===== src/rtl/booth_arbiter.sv =====
// Round-robin arbiter sharing one voting booth; screens age before granting a timed session.
// Optional feature macro BOOTH_CANDIDATE_EN adds the candidate flag (granted age > CAND_MIN).
module booth_arbiter #(
    parameter int unsigned N_REQ        = 4,
    parameter int unsigned AGE_W        = 7,
    parameter int unsigned VOTE_MIN     = 18,
    parameter int unsigned CAND_MIN     = 30,
    parameter int unsigned BOOTH_CYCLES = 4,
    parameter int unsigned CNT_W        = 16
) (
    input  logic                   clk,
    input  logic                   rst,
    input  logic [N_REQ-1:0]       req,
    input  logic [N_REQ*AGE_W-1:0] age,
    output logic [N_REQ-1:0]       grant,
    output logic [N_REQ-1:0]       done,
    output logic [N_REQ-1:0]       reject,
    output logic                   candidate,
    output logic                   busy,
    output logic [CNT_W-1:0]       vote_cnt,
    output logic [CNT_W-1:0]       reject_cnt
);

    localparam int unsigned IdxW = (N_REQ > 1) ? $clog2(N_REQ) : 1;
    localparam int unsigned TmrW = (BOOTH_CYCLES > 1) ? $clog2(BOOTH_CYCLES) : 1;
    localparam logic [TmrW-1:0]  TmrLoad = TmrW'(BOOTH_CYCLES - 1);
    localparam logic [N_REQ-1:0] OneHot0 = N_REQ'(1);
    localparam logic [CNT_W-1:0] CntMax  = {CNT_W{1'b1}};

    typedef enum logic [1:0] {StIdle, StCheck, StBooth, StRelease} state_e;

    state_e            state_q, state_d;
    logic [IdxW-1:0]   idx_q, idx_d;
    logic [IdxW-1:0]   ptr_q, ptr_d;
    logic [TmrW-1:0]   tmr_q, tmr_d;
    logic [N_REQ-1:0]  grant_q, grant_d;
    logic [N_REQ-1:0]  done_q, done_d;
    logic [N_REQ-1:0]  reject_q, reject_d;
    logic              cand_q, cand_d;
    logic [CNT_W-1:0]  vote_q, vote_d;
    logic [CNT_W-1:0]  rej_q, rej_d;

    logic              pick_valid;
    logic [IdxW-1:0]   pick_idx;
    logic [IdxW-1:0]   scan;
    logic              req_sel;
    logic [AGE_W-1:0]  age_sel;
    logic              eligible;
    logic              cand_hit;

    // First asserted request at or above the pointer, wrapping around.
    always_comb begin
        pick_valid = 1'b0;
        pick_idx   = '0;
        scan       = '0;
        for (int unsigned i = 0; i < N_REQ; i++) begin
            scan = IdxW'((32'(ptr_q) + i) % N_REQ);
            if (!pick_valid && req[scan]) begin
                pick_valid = 1'b1;
                pick_idx   = scan;
            end
        end
    end

    always_comb begin
        req_sel = 1'b0;
        age_sel = '0;
        for (int unsigned i = 0; i < N_REQ; i++) begin
            if (idx_q == IdxW'(i)) begin
                req_sel = req[i];
                age_sel = age[i*AGE_W +: AGE_W];
            end
        end
    end

    assign eligible = 32'(age_sel) > VOTE_MIN;

`ifdef BOOTH_CANDIDATE_EN
    assign cand_hit = 32'(age_sel) > CAND_MIN;
`else
    assign cand_hit = 1'b0;
`endif

    always_comb begin
        state_d  = state_q;
        idx_d    = idx_q;
        ptr_d    = ptr_q;
        tmr_d    = tmr_q;
        grant_d  = grant_q;
        done_d   = '0;
        reject_d = '0;
        cand_d   = cand_q;
        vote_d   = vote_q;
        rej_d    = rej_q;
        unique case (state_q)
            StIdle: begin
                if (pick_valid) begin
                    idx_d   = pick_idx;
                    state_d = StCheck;
                end
            end
            StCheck: begin
                if (!req_sel) begin
                    state_d = StRelease;
                end else if (eligible) begin
                    state_d = StBooth;
                    tmr_d   = TmrLoad;
                    grant_d = OneHot0 << idx_q;
                    cand_d  = cand_hit;
                end else begin
                    state_d  = StRelease;
                    reject_d = OneHot0 << idx_q;
                    if (rej_q != CntMax) rej_d = rej_q + 1'b1;
                end
            end
            StBooth: begin
                if (!req_sel) begin
                    state_d = StRelease;
                    grant_d = '0;
                    cand_d  = 1'b0;
                end else if (tmr_q == '0) begin
                    state_d = StRelease;
                    done_d  = grant_q;
                    grant_d = '0;
                    cand_d  = 1'b0;
                    if (vote_q != CntMax) vote_d = vote_q + 1'b1;
                end else begin
                    tmr_d = tmr_q - 1'b1;
                end
            end
            StRelease: begin
                // Pointer advances past the served index whatever the outcome.
                state_d = StIdle;
                ptr_d   = (idx_q == IdxW'(N_REQ - 1)) ? '0 : idx_q + 1'b1;
            end
            default: state_d = StIdle;
        endcase
    end

    always_ff @(posedge clk or posedge rst) begin
        if (rst) begin
            state_q  <= StIdle;
            idx_q    <= '0;
            ptr_q    <= '0;
            tmr_q    <= '0;
            grant_q  <= '0;
            done_q   <= '0;
            reject_q <= '0;
            cand_q   <= 1'b0;
            vote_q   <= '0;
            rej_q    <= '0;
        end else begin
            state_q  <= state_d;
            idx_q    <= idx_d;
            ptr_q    <= ptr_d;
            tmr_q    <= tmr_d;
            grant_q  <= grant_d;
            done_q   <= done_d;
            reject_q <= reject_d;
            cand_q   <= cand_d;
            vote_q   <= vote_d;
            rej_q    <= rej_d;
        end
    end

    assign grant      = grant_q;
    assign done       = done_q;
    assign reject     = reject_q;
    assign candidate  = cand_q;
    assign busy       = (state_q != StIdle);
    assign vote_cnt   = vote_q;
    assign reject_cnt = rej_q;

endmodule


===== config.mk =====
export PLATFORM = sky130hd
export DESIGN_NAME = booth_arbiter
export DESIGN_NICKNAME = d
export VERILOG_FILES = /design/src/rtl/booth_arbiter.sv
export SDC_FILE = /design/constraint.sdc
export NUM_CORES = 1
export LEC_CHECK = 0
export ABC_AREA = 1
export CAP_MARGIN = 20
export CELL_PAD_IN_SITES_DETAIL_PLACEMENT = 0
export CELL_PAD_IN_SITES_GLOBAL_PLACEMENT = 2
export CORE_UTILIZATION = 25
export CTS_CLUSTER_SIZE = 10
export DETAILED_ROUTE_END_ITERATION = 8
export PLACE_DENSITY_LB_ADDON = 0.1
export SYNTH_ARGS = -nofsm -noshare
export SYNTH_HDL_FRONTEND = slang
export SYNTH_SLANG_ARGS = --single-unit

===== constraint.sdc =====
create_clock -name clk -period 1.8 [get_ports clk]
set_input_delay 0.54 -clock clk [delete_from_list [all_inputs] [get_ports clk]]
set_output_delay 0.54 -clock clk [all_outputs]
set_load 0.02 [all_outputs]

==> results of run 1 <==
==> cells by family (layout without fill, tap and decap cells) <==
logic type | count (synthesis) | in the layout | share of synthesized area, %
adders and majority gates | 11 | 11 | 4.13
xor gates and xnor gates | 25 | 25 | 6.58
and+or+nand+nor | 276 | 276 | 36.5
buffers and inverters | 66 | 207 | 8.91
DFF | 52 | 52 | 39.1
other | 1 | 1 | 0.113
AOI/OAI and AO/OA | 27 | 27 | 4.70
==> timing repair <==
action                                  4_1_cts  5_1_grt
endpoints found under the setup margin       86       54
buffers inserted                             11        4
gates resized for setup                      94       47
pin swaps                                    12       12
gates cloned                                  1        3
==> registers in the layout (all words and copies together) (netlist names) <==
register and cells:
done 4, grant 4, idx_q 2, ptr_q 2
reject 4, reject_cnt 16, state_q 2, tmr_q 2
vote_cnt 16
==> synth_stat cells, drive strengths merged <==
cell type / n / area (µm²)
a21oi: 5 / 28.8
buf: 9 / 77.6
conb: 1 / 3.75
dfrtp: 52 / 1300
ha: 11 / 138
inv: 57 / 219
nand2: 155 / 604
nand3: 51 / 255
nand3b: 3 / 22.5
nand4: 10 / 62.6
nor2: 43 / 181
nor3: 11 / 70.1
nor4: 3 / 18.8
o211ai: 1 / 7.51
o21ai: 21 / 120
xnor2: 13 / 114
xor2: 12 / 105
==> per-stage QoR <==
step | hold slack, ns | worst slack [ns] | power [mW]
after global placement | 0.463 | -0.422 | 4.97
after detailed placement | 0.474 | -0.446 | 4.98
after global routing | 0.528 | -0.280 | 7.21
final | 0.486 | -0.143 | 6.63
after floorplan | 0.442 | 0.00212 | 3.56
after CTS | 0.490 | -0.139 | 6.38
==> routing by layer <==
metal  vias up  track usage, %  part of all wire [%]
met3         8            2.58                   3.0
met1      1523            18.9                    49
met4         0            3.90                   1.0
li1       1732               -                     -
met2        51            23.8                    47
met5         -               0                     0
==> worst max-delay path: cells and delay by family (launching register included) <==
family        cells  cell delay (ns)
fa+ha+maj         1             0.18
buf+inv           4             0.45
flops             1             0.40
simple gates     11             0.78
==> layout by cell type, fill, tap and decap left out, types with 13 or more instances in the layout <==
master,count
nand2_2,17
xnor2_1,13
nand3_1,47
buf_4,49
dfrtp_1,51
nand2_1,122
dlygate4sd2_1,37
nor2_1,33
inv_1,47
nand2_4,16
clkdlybuf4s50_1,36
==> final cells by class <==
| class | instances | area, µm² | area share [%] |
|---|---|---|---|
| Timing Repair Buffer | 141 | 1310 | 25.1 |
| Clock inverter | 3 | 22.5 | 0.431 |
| Clock buffer | 5 | 125 | 2.39 |
| Timing Repair inverter | 1 | 8.76 | 0.168 |
| Tap cell | 172 | 215 | 4.12 |
| Multi-Input combinational cell | 340 | 2000 | 38.4 |
| Sequential cell | 52 | 1300 | 24.9 |
| Inverter | 57 | 236 | 4.53 |
==> where the power goes <==
group	total (mW)	switching [mW]	internal, mW
registers	1.62	0.224	1.40
logic	4.01	2.23	1.78
clock network	1.00	0.481	0.522
==> how the worst max path moves through the flow <==
stage	startpoint	endpoint	cells after the start
after floorplan	rst	done[0]	1
after global placement	age[27]	reject_cnt[2]	12
after detailed placement	age[24]	reject_cnt[13]	12
after CTS	idx_q[1]	vote_cnt[0]	14
after global routing	idx_q[1]	vote_cnt[6]	16
final	idx_q[1]	reject_cnt[3]	16
==> flow_summary_export.csv, run 1 <==
group,metric,value,unit
cts,cts_tree,"built",
synthesis,syn_inst,458,
global_routing,grt_pass1_vias,3330,
worst_setup_path,critical_path_class,"reg2reg",
worst_setup_path,r2r_cells,16,
sta,setup_slack,-0.143,ns
global_routing,grt_antenna_before_repair,0,
route,wl,9.59,mm
sta,setup_tns,-3.72,ns
sta,slew_viol_final,0,
power_and_ir_drop,p_per_area,1270,nW/µm²
synthesis,synth_warnings,0,
worst_setup_path,r2r-end,"reject_cnt[3]",
finish,fill_cells,1371,
global_routing,overflow,0,
place,placed_cells,747,
place,dpl.hpwl,6.94,mm
finish,stdcell_area,5230,µm²
place,place_area,4650,µm²
synthesis,syn_nets,503,
route,drc,0,
synthesis,avgSynthCellArea,7.27,µm²
cts,cts_hold_buf,0,
sta,skew,0.0104,ns
finish,fin_nets,643,
worst_hold_path,hold_end,"tmr_q[1]",
synthesis,synth_seq_cells,52,
worst_hold_path,min_from,"tmr_q[1]",
worst_setup_path,crit_path_end_kind,"register",
route,drt_first_iter_violations,110,
sta,finalCriticalPeriod,1.94,ns
synthesis,yosysSeqAreaShare,39.1,%
route,antenna_left,0,
power_and_ir_drop,ir_drop,0.611,mV
outcome,status,"finished, violations left",
floorplanning,fp.dieW,117,µm
worst_setup_path,critPathMaxStageDelay,0.40,ns
worst_setup_path,cp_slowest_cell,"dfrtp_1",
sta,grt_setup_unrepaired,"true",
cts,clock_latency,0.30,ns
place,gp_congestion,0.761,
cts,cts-root-buf,"clkbuf_16",
worst_hold_path,whs_path_depth,2,
route,vias,3314,
finish,utilization,40.7,%
worst_setup_path,crit_required,1.99,ns
floorplanning,start_util,26.0,%
cts,clockBufferDepth,2,
route,wl_per_cell,12.4,µm
cts,clk_pin_slew,0.07,ns
outcome,failed_checks,"negative setup slack",
global_routing,grt_max_degree,53,
power_and_ir_drop,p_leak,2.68,nW
worst_setup_path,crit_fanout,5,
route,viasPerCell,4.30,
sta,timing.fmax,515,MHz
worst_setup_path,ff2ff_setup_slack,-0.14,ns
floorplanning,core_area,12800,µm²
flow_run,cap_violations,0,
route,firstDrtPassIters,4,
place,io_buffers,78,
synthesis,ys_types,29,
worst_hold_path,hp-class,"reg2reg",
worst_setup_path,cp_cell_sequence,"inv_2 > buf_6 > ha_4 > inv_4 > nor2_4 > nand2_1 > nand2_1 > nand2_1 > nand2_1 > nor2_1 > nand3_2 > nand2_4 > nand2_4 > clkbuf_16 > nand2_2 > nand2_1",
finish,area_growth,56.9,%
sta,setup_viol,40,
global_routing,grt_first_pass_wirelength,16.0,mm
global_routing,grt_usage,14.3,%
synthesis,synth.cell_area,3330,µm²
floorplanning,die-height,117,µm
worst_setup_path,regToRegStartpoint,"idx_q[1]",
floorplanning,num_rows,41,
floorplanning,dieArea,13800,µm²
finish,stdcell_count,771,
finish,layout-drive-gt1-share,24.9,%
cts,clkSinkCount,52,
worst_setup_path,start_kind,"register",
floorplanning,io_pins,80,
worst_setup_path,cp_data_arrival_time,2.13,ns
sta,finalCritPeriodShare,108,%
worst_setup_path,crit_path_frequent_cell,"nand2_1",
finish,n_antenna_cell,0,
sta,finalHoldViolCount,0,
cts,cts_buffers,5,
cts,cts_max_level,2,
Power figures use the tool's default switching activity.
==> run 2, diff against run 1 <==
--- a/config.mk
+++ b/config.mk
@@ -16,3 +16,4 @@
 export SYNTH_ARGS = -nofsm -noshare
 export SYNTH_HDL_FRONTEND = slang
 export SYNTH_SLANG_ARGS = --single-unit
+export TNS_END_PERCENT = 50
==> flow_summary_export.csv, run 2 (synthesis results as in run 1) <==
group,metric,value,unit
global_routing,grt_first_pass_wirelength,16.0,mm
worst_setup_path,cp_data_arrival_time,2.13,ns
global_routing,overflow,0,
finish,fin_nets,642,
outcome,status,"finished, violations left",
route,drc,0,
cts,clockBufferDepth,2,
place,gp_congestion,0.761,
worst_setup_path,cp_top_family,"simple AND/OR/NAND/NOR gates",
sta,grt_setup_unrepaired,"true",
floorplanning,die-height,117,µm
worst_setup_path,crit_path_end_kind,"register",
global_routing,grt_usage,14.3,%
sta,finalCriticalPeriod,1.94,ns
worst_setup_path,critPathMaxStageDelay,0.40,ns
floorplanning,io_pins,80,
worst_setup_path,crit_path_frequent_cell,"nand2_1",
global_routing,grt_antenna_before_repair,0,
power_and_ir_drop,ir_drop,0.610,mV
cts,cts_max_level,2,
finish,seq_area,1300,µm²
floorplanning,num_rows,41,
floorplanning,start_util,26.0,%
power_and_ir_drop,p_leak,2.68,nW
route,viasPerCell,4.30,
flow_run,cap_violations,0,
worst_setup_path,start_kind,"register",
cts,cts_hold_buf,0,
sta,finalCritPeriodShare,108,%
finish,n_antenna_cell,0,
finish,layout_common_cells,"nand2_1 (117), dfrtp_1 (51), buf_4 (50)",
global_routing,busiest_layer,"met2",
sta,setup_viol,40,
floorplanning,dieArea,13800,µm²
place,placed_cells,747,
sta,setup_slack,-0.135,ns
worst_setup_path,path_buf_inv,4,
sta,slew_viol_final,0,
cts,cts_buffers,5,
sta,setup_tns,-3.57,ns
route,vias,3314,
worst_setup_path,cp_slowest_cell,"dfrtp_1",
sta,skew,0.0103,ns
cts,cts_tree,"built",
route,antenna_left,0,
floorplanning,core_area,12800,µm²
global_routing,grt_use_met1,18.9,%
finish,layout-drive-gt1-share,25.4,%
cts,cts-root-buf,"clkbuf_16",
cts,clock_latency,0.30,ns
global_routing,grt_max_degree,53,
worst_setup_path,crit_fanout,10,
cts,clk_pin_slew,0.07,ns
finish,multi_input_comb_area,2000,µm²
route,firstDrtPassIters,4,
global_routing,met2_usage,23.7,%
global_routing,grt_pass1_vias,3327,
route,drt_first_iter_violations,109,
route,wl_per_cell,12.3,µm
place,io_buffers,78,
finish,fill_cells,1371,
floorplanning,fp.dieW,117,µm
finish,area_growth,56.6,%
sta,timing.fmax,517,MHz
worst_setup_path,critical_path_class,"reg2reg",
global_routing,met3_usage,2.58,%
cts,clkSinkCount,52,
worst_hold_path,hp-class,"reg2reg",
worst_setup_path,cp_cell_sequence,"inv_2 > buf_6 > ha_4 > inv_4 > nor2_4 > nand2_1 > nand2_1 > nand2_1 > nand2_1 > nor2_1 > nand3_2 > nand2_4 > nand2_4 > clkbuf_16 > nand2_2 > nand2_1",
worst_setup_path,crit_required,2.00,ns
outcome,failed_checks,"negative setup slack",
finish,stdcell_count,770,
sta,finalHoldViolCount,0,
route,wl,9.49,mm
finish,final_common_cell,"nand2_1",
power_and_ir_drop,p_per_area,1260,nW/µm²
place,dpl.hpwl,6.94,mm
==> run 2: cell count changes in the layout (fill, tap and decap cells not counted), moves of 2 or more <==
cell | previous run | this run
buf_6 | 10 | 8
nor2_4 | 6 | 4
nand2_1 | 122 | 117
nand2_2 | 17 | 21
==> run 2: worst min-delay path, stage by stage, from the launching register on <==
cell	delay [ns]
dfrtp_1	0.35
nand2_1	0.05
nand2_1	0.05
==> run 2: timing repair <==
| action | CTS | global route |
|---|---|---|
| gates cloned | 1 | 2 |
| hold endpoints to repair | 0 | 0 |
| pin swaps | 11 | 9 |
| buffers inserted | 11 | 3 |
| setup endpoints to repair | 86 | 55 |
| gates resized for setup | 90 | 52 |
==> run 2: layout make-up <==
cell class	instances	area share (%)
timing repair inverter	1	0.168
clock inverter	3	0.432
timing repair buffer	140	24.9
tap	172	4.13
inverter	57	4.54
clock buffer	5	2.40
multi-input combinational	340	38.4
sequential	52	25.0
==> run 2: worst paths after layout <==
kind	start	end	slack [ns]	cells past startpoint
worst min-delay path	tmr_q[1]	tmr_q[1]	0.48	2
max in group asynchronous	rst	idx_q[0]	0.92	3
min in group asynchronous	rst	vote_cnt[1]	0.61	3
worst min register to register	tmr_q[1]	tmr_q[1]	0.48	2
worst max register to register	idx_q[1]	reject_cnt[4]	-0.14	16
worst max-delay path	idx_q[1]	reject_cnt[4]	-0.14	16
==> run 2: routing by layer <==
layer | part of all wire (%) | vias to the layer above
met5 | 0 | -
met4 | 1.0 | 0
met3 | 3.1 | 8
met2 | 47 | 53
met1 | 49 | 1519
li1 | - | 1734
==> run 2: metrics by stage <==
step	hold WS [ns]	power, mW	setup WS [ns]	instance area [µm²]	util, %
after floorplan	0.442	3.56	0.00212	3330	-
after global placement	0.463	4.97	-0.422	4650	36.2
after detailed placement	0.474	4.98	-0.446	4650	36.2
after CTS	0.490	6.38	-0.133	4980	38.8
after global routing	0.528	7.15	-0.283	5210	40.6
final	0.483	6.57	-0.135	5210	40.6
==> run 2: report_power, final <==
group          internal (mW)  switching [mW]  leakage, nW
clock                  0.522           0.478       0.0742
sequential              1.40           0.223        0.693
combinational           1.76            2.19         1.92
